[src/rtl/gcd_binary.sv]
// Binary (Stein) GCD coprocessor with a start/done handshake, abort, busy flag and iteration counter.
// Each RUN cycle performs one shift or one subtract-and-shift; common powers of two are restored at completion.
module gcd_binary #(
    parameter int unsigned WIDTH = 32,
    parameter int unsigned CNT_W = 8
) (
    input  logic             clk,
    input  logic             resetn,
    input  logic             start,
    input  logic             abort,
    input  logic [WIDTH-1:0] opa,
    input  logic [WIDTH-1:0] opb,
    output logic             busy,
    output logic             done,
    output logic [WIDTH-1:0] result,
    output logic [CNT_W-1:0] iter_count
);

    localparam int unsigned K_W = $clog2(WIDTH) + 1;

    typedef enum logic [1:0] {
        IDLE = 2'd0,
        RUN  = 2'd1,
        DONE = 2'd2
    } state_t;

    state_t           state;
    state_t           state_next;
    logic [WIDTH-1:0] a;
    logic [WIDTH-1:0] b;
    logic [WIDTH-1:0] a_next;
    logic [WIDTH-1:0] b_next;
    logic [WIDTH-1:0] diff_ab;
    logic [WIDTH-1:0] diff_ba;
    logic [WIDTH-1:0] result_next;
    logic [K_W-1:0]   k;
    logic [K_W-1:0]   k_next;
    logic [CNT_W-1:0] iter_next;
    logic             done_next;
    logic             busy_next;

    // State register
    always_ff @(posedge clk or negedge resetn) begin
        if (!resetn) begin
            state <= IDLE;
        end else begin
            state <= state_next;
        end
    end

    // Datapath and output registers
    always_ff @(posedge clk or negedge resetn) begin
        if (!resetn) begin
            a          <= '0;
            b          <= '0;
            k          <= '0;
            result     <= '0;
            iter_count <= '0;
            done       <= 1'b0;
            busy       <= 1'b0;
        end else begin
            a          <= a_next;
            b          <= b_next;
            k          <= k_next;
            result     <= result_next;
            iter_count <= iter_next;
            done       <= done_next;
            busy       <= busy_next;
        end
    end

    // Next-state and datapath decisions; abort outranks completion, zero tests outrank parity steps
    always_comb begin
        state_next  = state;
        a_next      = a;
        b_next      = b;
        k_next      = k;
        result_next = result;
        iter_next   = iter_count;
        done_next   = done;
        diff_ab     = a - b;
        diff_ba     = b - a;

        case (state)
            IDLE, DONE: begin
                if (start) begin
                    a_next     = opa;
                    b_next     = opb;
                    k_next     = '0;
                    iter_next  = '0;
                    done_next  = 1'b0;
                    state_next = RUN;
                end
            end
            RUN: begin
                if (abort) begin
                    state_next = IDLE;
                end else if (a == '0) begin
                    result_next = b << k;
                    done_next   = 1'b1;
                    state_next  = DONE;
                end else if (b == '0) begin
                    result_next = a << k;
                    done_next   = 1'b1;
                    state_next  = DONE;
                end else begin
                    if (!a[0] && !b[0]) begin
                        a_next = a >> 1;
                        b_next = b >> 1;
                        k_next = k + K_W'(1);
                    end else if (!a[0]) begin
                        a_next = a >> 1;
                    end else if (!b[0]) begin
                        b_next = b >> 1;
                    end else if (a >= b) begin
                        a_next = diff_ab >> 1;
                    end else begin
                        b_next = diff_ba >> 1;
                    end
                    if (iter_count != '1) begin
                        iter_next = iter_count + CNT_W'(1);
                    end
                end
            end
            default: begin
                state_next = IDLE;
            end
        endcase

        busy_next = (state_next == RUN);
    end

endmodule

[config.mk]
export PLATFORM = sky130hd
export DESIGN_NAME = gcd_binary
export DESIGN_NICKNAME = d
export VERILOG_FILES = /design/src/rtl/gcd_binary.sv
export SDC_FILE = /design/constraint.sdc
export NUM_CORES = 1
export LEC_CHECK = 0
export BUFFER_PORTS_ARGS = -buffer_cell sky130_fd_sc_hd__buf_4
export CAP_MARGIN = 20
export CORE_ASPECT_RATIO = 1.75
export CORE_UTILIZATION = 30
export CTS_BUF_LIST = sky130_fd_sc_hd__clkbuf_2
export DETAILED_ROUTE_END_ITERATION = 8
export PLACE_DENSITY = 0.52
export SLEW_MARGIN = 20
export SYNTH_ARGS = -nofsm -noshare
export SYNTH_HDL_FRONTEND = slang
export SYNTH_SLANG_ARGS = --single-unit
export TNS_END_PERCENT = 1
[constraint.sdc]
create_clock -name clk -period 4.05 [get_ports clk]
set_input_delay 1.215 -clock clk [delete_from_list [all_inputs] [get_ports clk]]
set_output_delay 1.215 -clock clk [all_outputs]
set_load 0.01 [all_outputs]
==> impl_metrics.env <==
export IMPL_ys_warn_count=0
export IMPL_period_needed_ns=3.89
export IMPL_die_area_um2=38800
export IMPL_via_per_inst=6.05
export IMPL_synth_distinct_cells=83
export IMPL_power_total_w=0.0139
export IMPL_p_per_area_nw_per_um2=1050
export IMPL_tritoncts="yes"
export IMPL_rr_startpoint="a[9]"
export IMPL_rsz0062_at_grt="no"
export IMPL_place_inst=1981
export IMPL_clock_latency_ns=0.88
export IMPL_antenna_found_initial=2
export IMPL_drv_slew=0
export IMPL_cts_made_buffers=17
export IMPL_cts_sinks=114
export IMPL_fin_skew_ns=0.0606
export IMPL_root_buffer="clkbuf_2"
export IMPL_synth_cells=1419
export IMPL_area_growth_pct=16.3
export IMPL_crit_fanout=12
export IMPL_status="complete, no violations"
export IMPL_synth_nets=1557
export IMPL_netlist_area_um2=11400
export IMPL_crit_path_start_kind="flop"
export IMPL_yosysTopAreaCell="dfrtp_1"
export IMPL_hold_path_class="in -> async"
export IMPL_drt_pass1_iterations=8
export IMPL_async_flop_share=1.00
export IMPL_grt_usage=0.268
export IMPL_htreeDepth=4
export IMPL_arrival_ns=4.68
export IMPL_finalHoldViolations=0
export IMPL_layout_nets=1658
export IMPL_p_leak_nw=5.88
export IMPL_ctsHoldBuffers=0
export IMPL_cts_setup_buffers=0
export IMPL_crit_start="a[9]"
export IMPL_crit_path_end_kind="flop"
export IMPL_pin_count=110
export IMPL_drive_gt1_frac=0.184
export IMPL_grt_max_degree=45
export IMPL_dp_hpwl_um=40600
export IMPL_synthTopCellsByArea="dfrtp_1 (25%), ha_1 (7.5%), o21ai_0 (4.4%)"
export IMPL_numPortBuffers=109
export IMPL_wire_per_inst_um=25.5
export IMPL_initial_core_util=0.304
export IMPL_final_cells=2015
export IMPL_setup_viol=0
export IMPL_nFillCells=4029
export IMPL_core_um2=37500
export IMPL_relSlewSlack=0.199
export IMPL_finish_utilization=0.353
export IMPL_ant_nets=0
export IMPL_ys_ff_latch=114
export IMPL_yosysSeqAreaShare=0.250
export IMPL_drv_cap=0
export IMPL_grt_pass1_wl_um=76400
export IMPL_ctsResizeCount=0
export IMPL_clockBufferDepth=2
export IMPL_first_global_vias=12300
export IMPL_dieWidth_um=149
export IMPL_synth_edf_count=0
export IMPL_path_clk_slew_ns=0.26
export IMPL_timing_final_crit_share=0.961
export IMPL_die_h_um=260
export IMPL_crit_required_ns=4.84
export IMPL_grt_overflow_total=0
export IMPL_ys_flop_type="dfrtp_1"
export IMPL_peakVddDrop_v=0.000342
export IMPL_drtIter0Drc=908
export IMPL_worstMarginPinSlew_ns=1.20
export IMPL_post_synth_cell_area_avg_um2=8.03
export IMPL_tns_ns=0
export IMPL_fmax_ghz=0.257
export IMPL_rows=94
export IMPL_synth_top_area_frac=0.250
export IMPL_drc=0
export IMPL_fin_hold_ws_ns=0.286
export IMPL_crit_type="reg -> reg"
export IMPL_gp_congestion=1.01
export IMPL_wl_um=51400
export IMPL_vias=12200
## sequential cells by signal (all words and copies together), names as in the netlist
register / flops
a: 32
b: 32
busy: 1
done: 1
iter_count: 8
k: 6
result: 32
state: 2
## worst max-delay path: stages, from the launching register on
cell and delay, ns:
dfrtp_1 0.52, inv_1 0.10, ha_1 0.46, a21oi_2 0.25, o31ai_2 0.12, or3_4 0.39, o311a_4 0.37, or3_4 0.45
nor4_1 0.73, a211oi_1 0.16, o31ai_2 0.24
## cells in the mapped netlist, drive strengths merged (5+ instances only)
master and number:
buf 30, clkbuf 73, nor3 75, and2 10, xor2 27, o21ai 112, a21oi 86, nand3b 6
a22oi 5, nand2 115, a221oi 27, nor2b 15, nand3 23, o311a 6, a22o 11, o31a 6
o22ai 28, a31oi 20, nor2 90, and3 20, o21bai 7, nand4 15, or3 24, nor4 24
mux2 6, xnor2 17, inv 84, or2 7, o21a 7, ha 68, mux4 15, dfrtp 114
o31ai 30, mux2i 44, a221o 10, nand2b 17, o211ai 11, a211oi 20, or4 5, a21o 27
o221ai 5, o32ai 27
## cells in the final DEF, fill, tap and decap left out, types with 9 or more instances in the layout
master	Yosys	routed
buf_4	1	182
nand3_1	22	22
or3_1	22	22
nor4_1	24	24
o31ai_1	26	26
dfrtp_1	114	113
a221o_1	9	9
nand4_1	15	15
a221oi_1	24	24
clkbuf_2	0	17
a211oi_1	20	20
xnor2_1	17	17
mux2i_1	44	44
a21o_1	27	27
a21oi_1	84	84
ha_1	68	68
a22o_1	11	11
a31oi_1	20	20
and3_1	20	20
o21ai_0	101	101
inv_1	83	83
mux4_2	15	15
nor2b_1	15	14
o211ai_1	10	10
nor3_1	73	73
o21ai_1	11	11
xor2_1	27	27
nand2b_1	17	16
nor2_1	88	88
o22ai_1	28	28
nand2_1	115	115
o32ai_1	27	24
and2_1	10	10
## layer usage
| layer | up-vias | GRT usage | share of wire |
|---|---|---|---|
| met5 | - | 0 | 0 |
| met2 | 537 | 0.480 | 0.51 |
| li1 | 5541 | - | - |
| met4 | 0 | 0.239 | 0.096 |
| met3 | 211 | 0.0428 | 0.048 |
| met1 | 5893 | 0.262 | 0.34 |
## per-stage QoR
step | setup WS (ns) | cell area [um2]
6_report | 0.158 | 13200
5_1_grt | 0.0410 | 13200
4_1_cts | 0.144 | 13200
3_5_place_dp | 0.244 | 13000
3_3_place_gp | 0.288 | 13000
2_1_floorplan | 0.981 | 11400
## kinds of logic (layout without fill, tap and decap cells)
group,count (synthesis),count (layout),share of synthesized area
simple gates,457,457,0.202
flops,114,114,0.250
xor+xnor,44,44,0.0338
fa+ha+maj,70,70,0.0782
other cells,0,2,0
mux,65,65,0.0743
buf+inv,187,301,0.0667
compound gates,482,482,0.295
## area by class of cell
type	instances	area [um2]	area share
tap	480	601	0.0453
clock buffer	17	85.1	0.00642
clock inverter	15	125	0.00945
multi-input combinational	1118	7830	0.591
inverter	84	315	0.0238
timing repair buffer	185	1430	0.108
antenna	2	5.00	0.000378
sequential	114	2850	0.215
## final timing paths
path                             endpoint  slack, ns  cells past startpoint
worst max-delay path                b[15]       0.16                     10
worst min-delay path            result[4]       0.29                      1
worst max register to register      b[15]       0.16                     10
worst min register to register  result[6]       0.51                      2
max in group asynchronous            a[4]       2.96                      2
min in group clk                result[6]       0.51                      2
## where the power goes
group | total (W) | internal [W] | switching [W]
logic | 0.0109 | 0.00403 | 0.00690
clock network | 0.000789 | 0.000180 | 0.000610
registers | 0.00218 | 0.00147 | 0.000702
total | 0.0139 | 0.00568 | 0.00821
(Power assumes the default switching activity.)
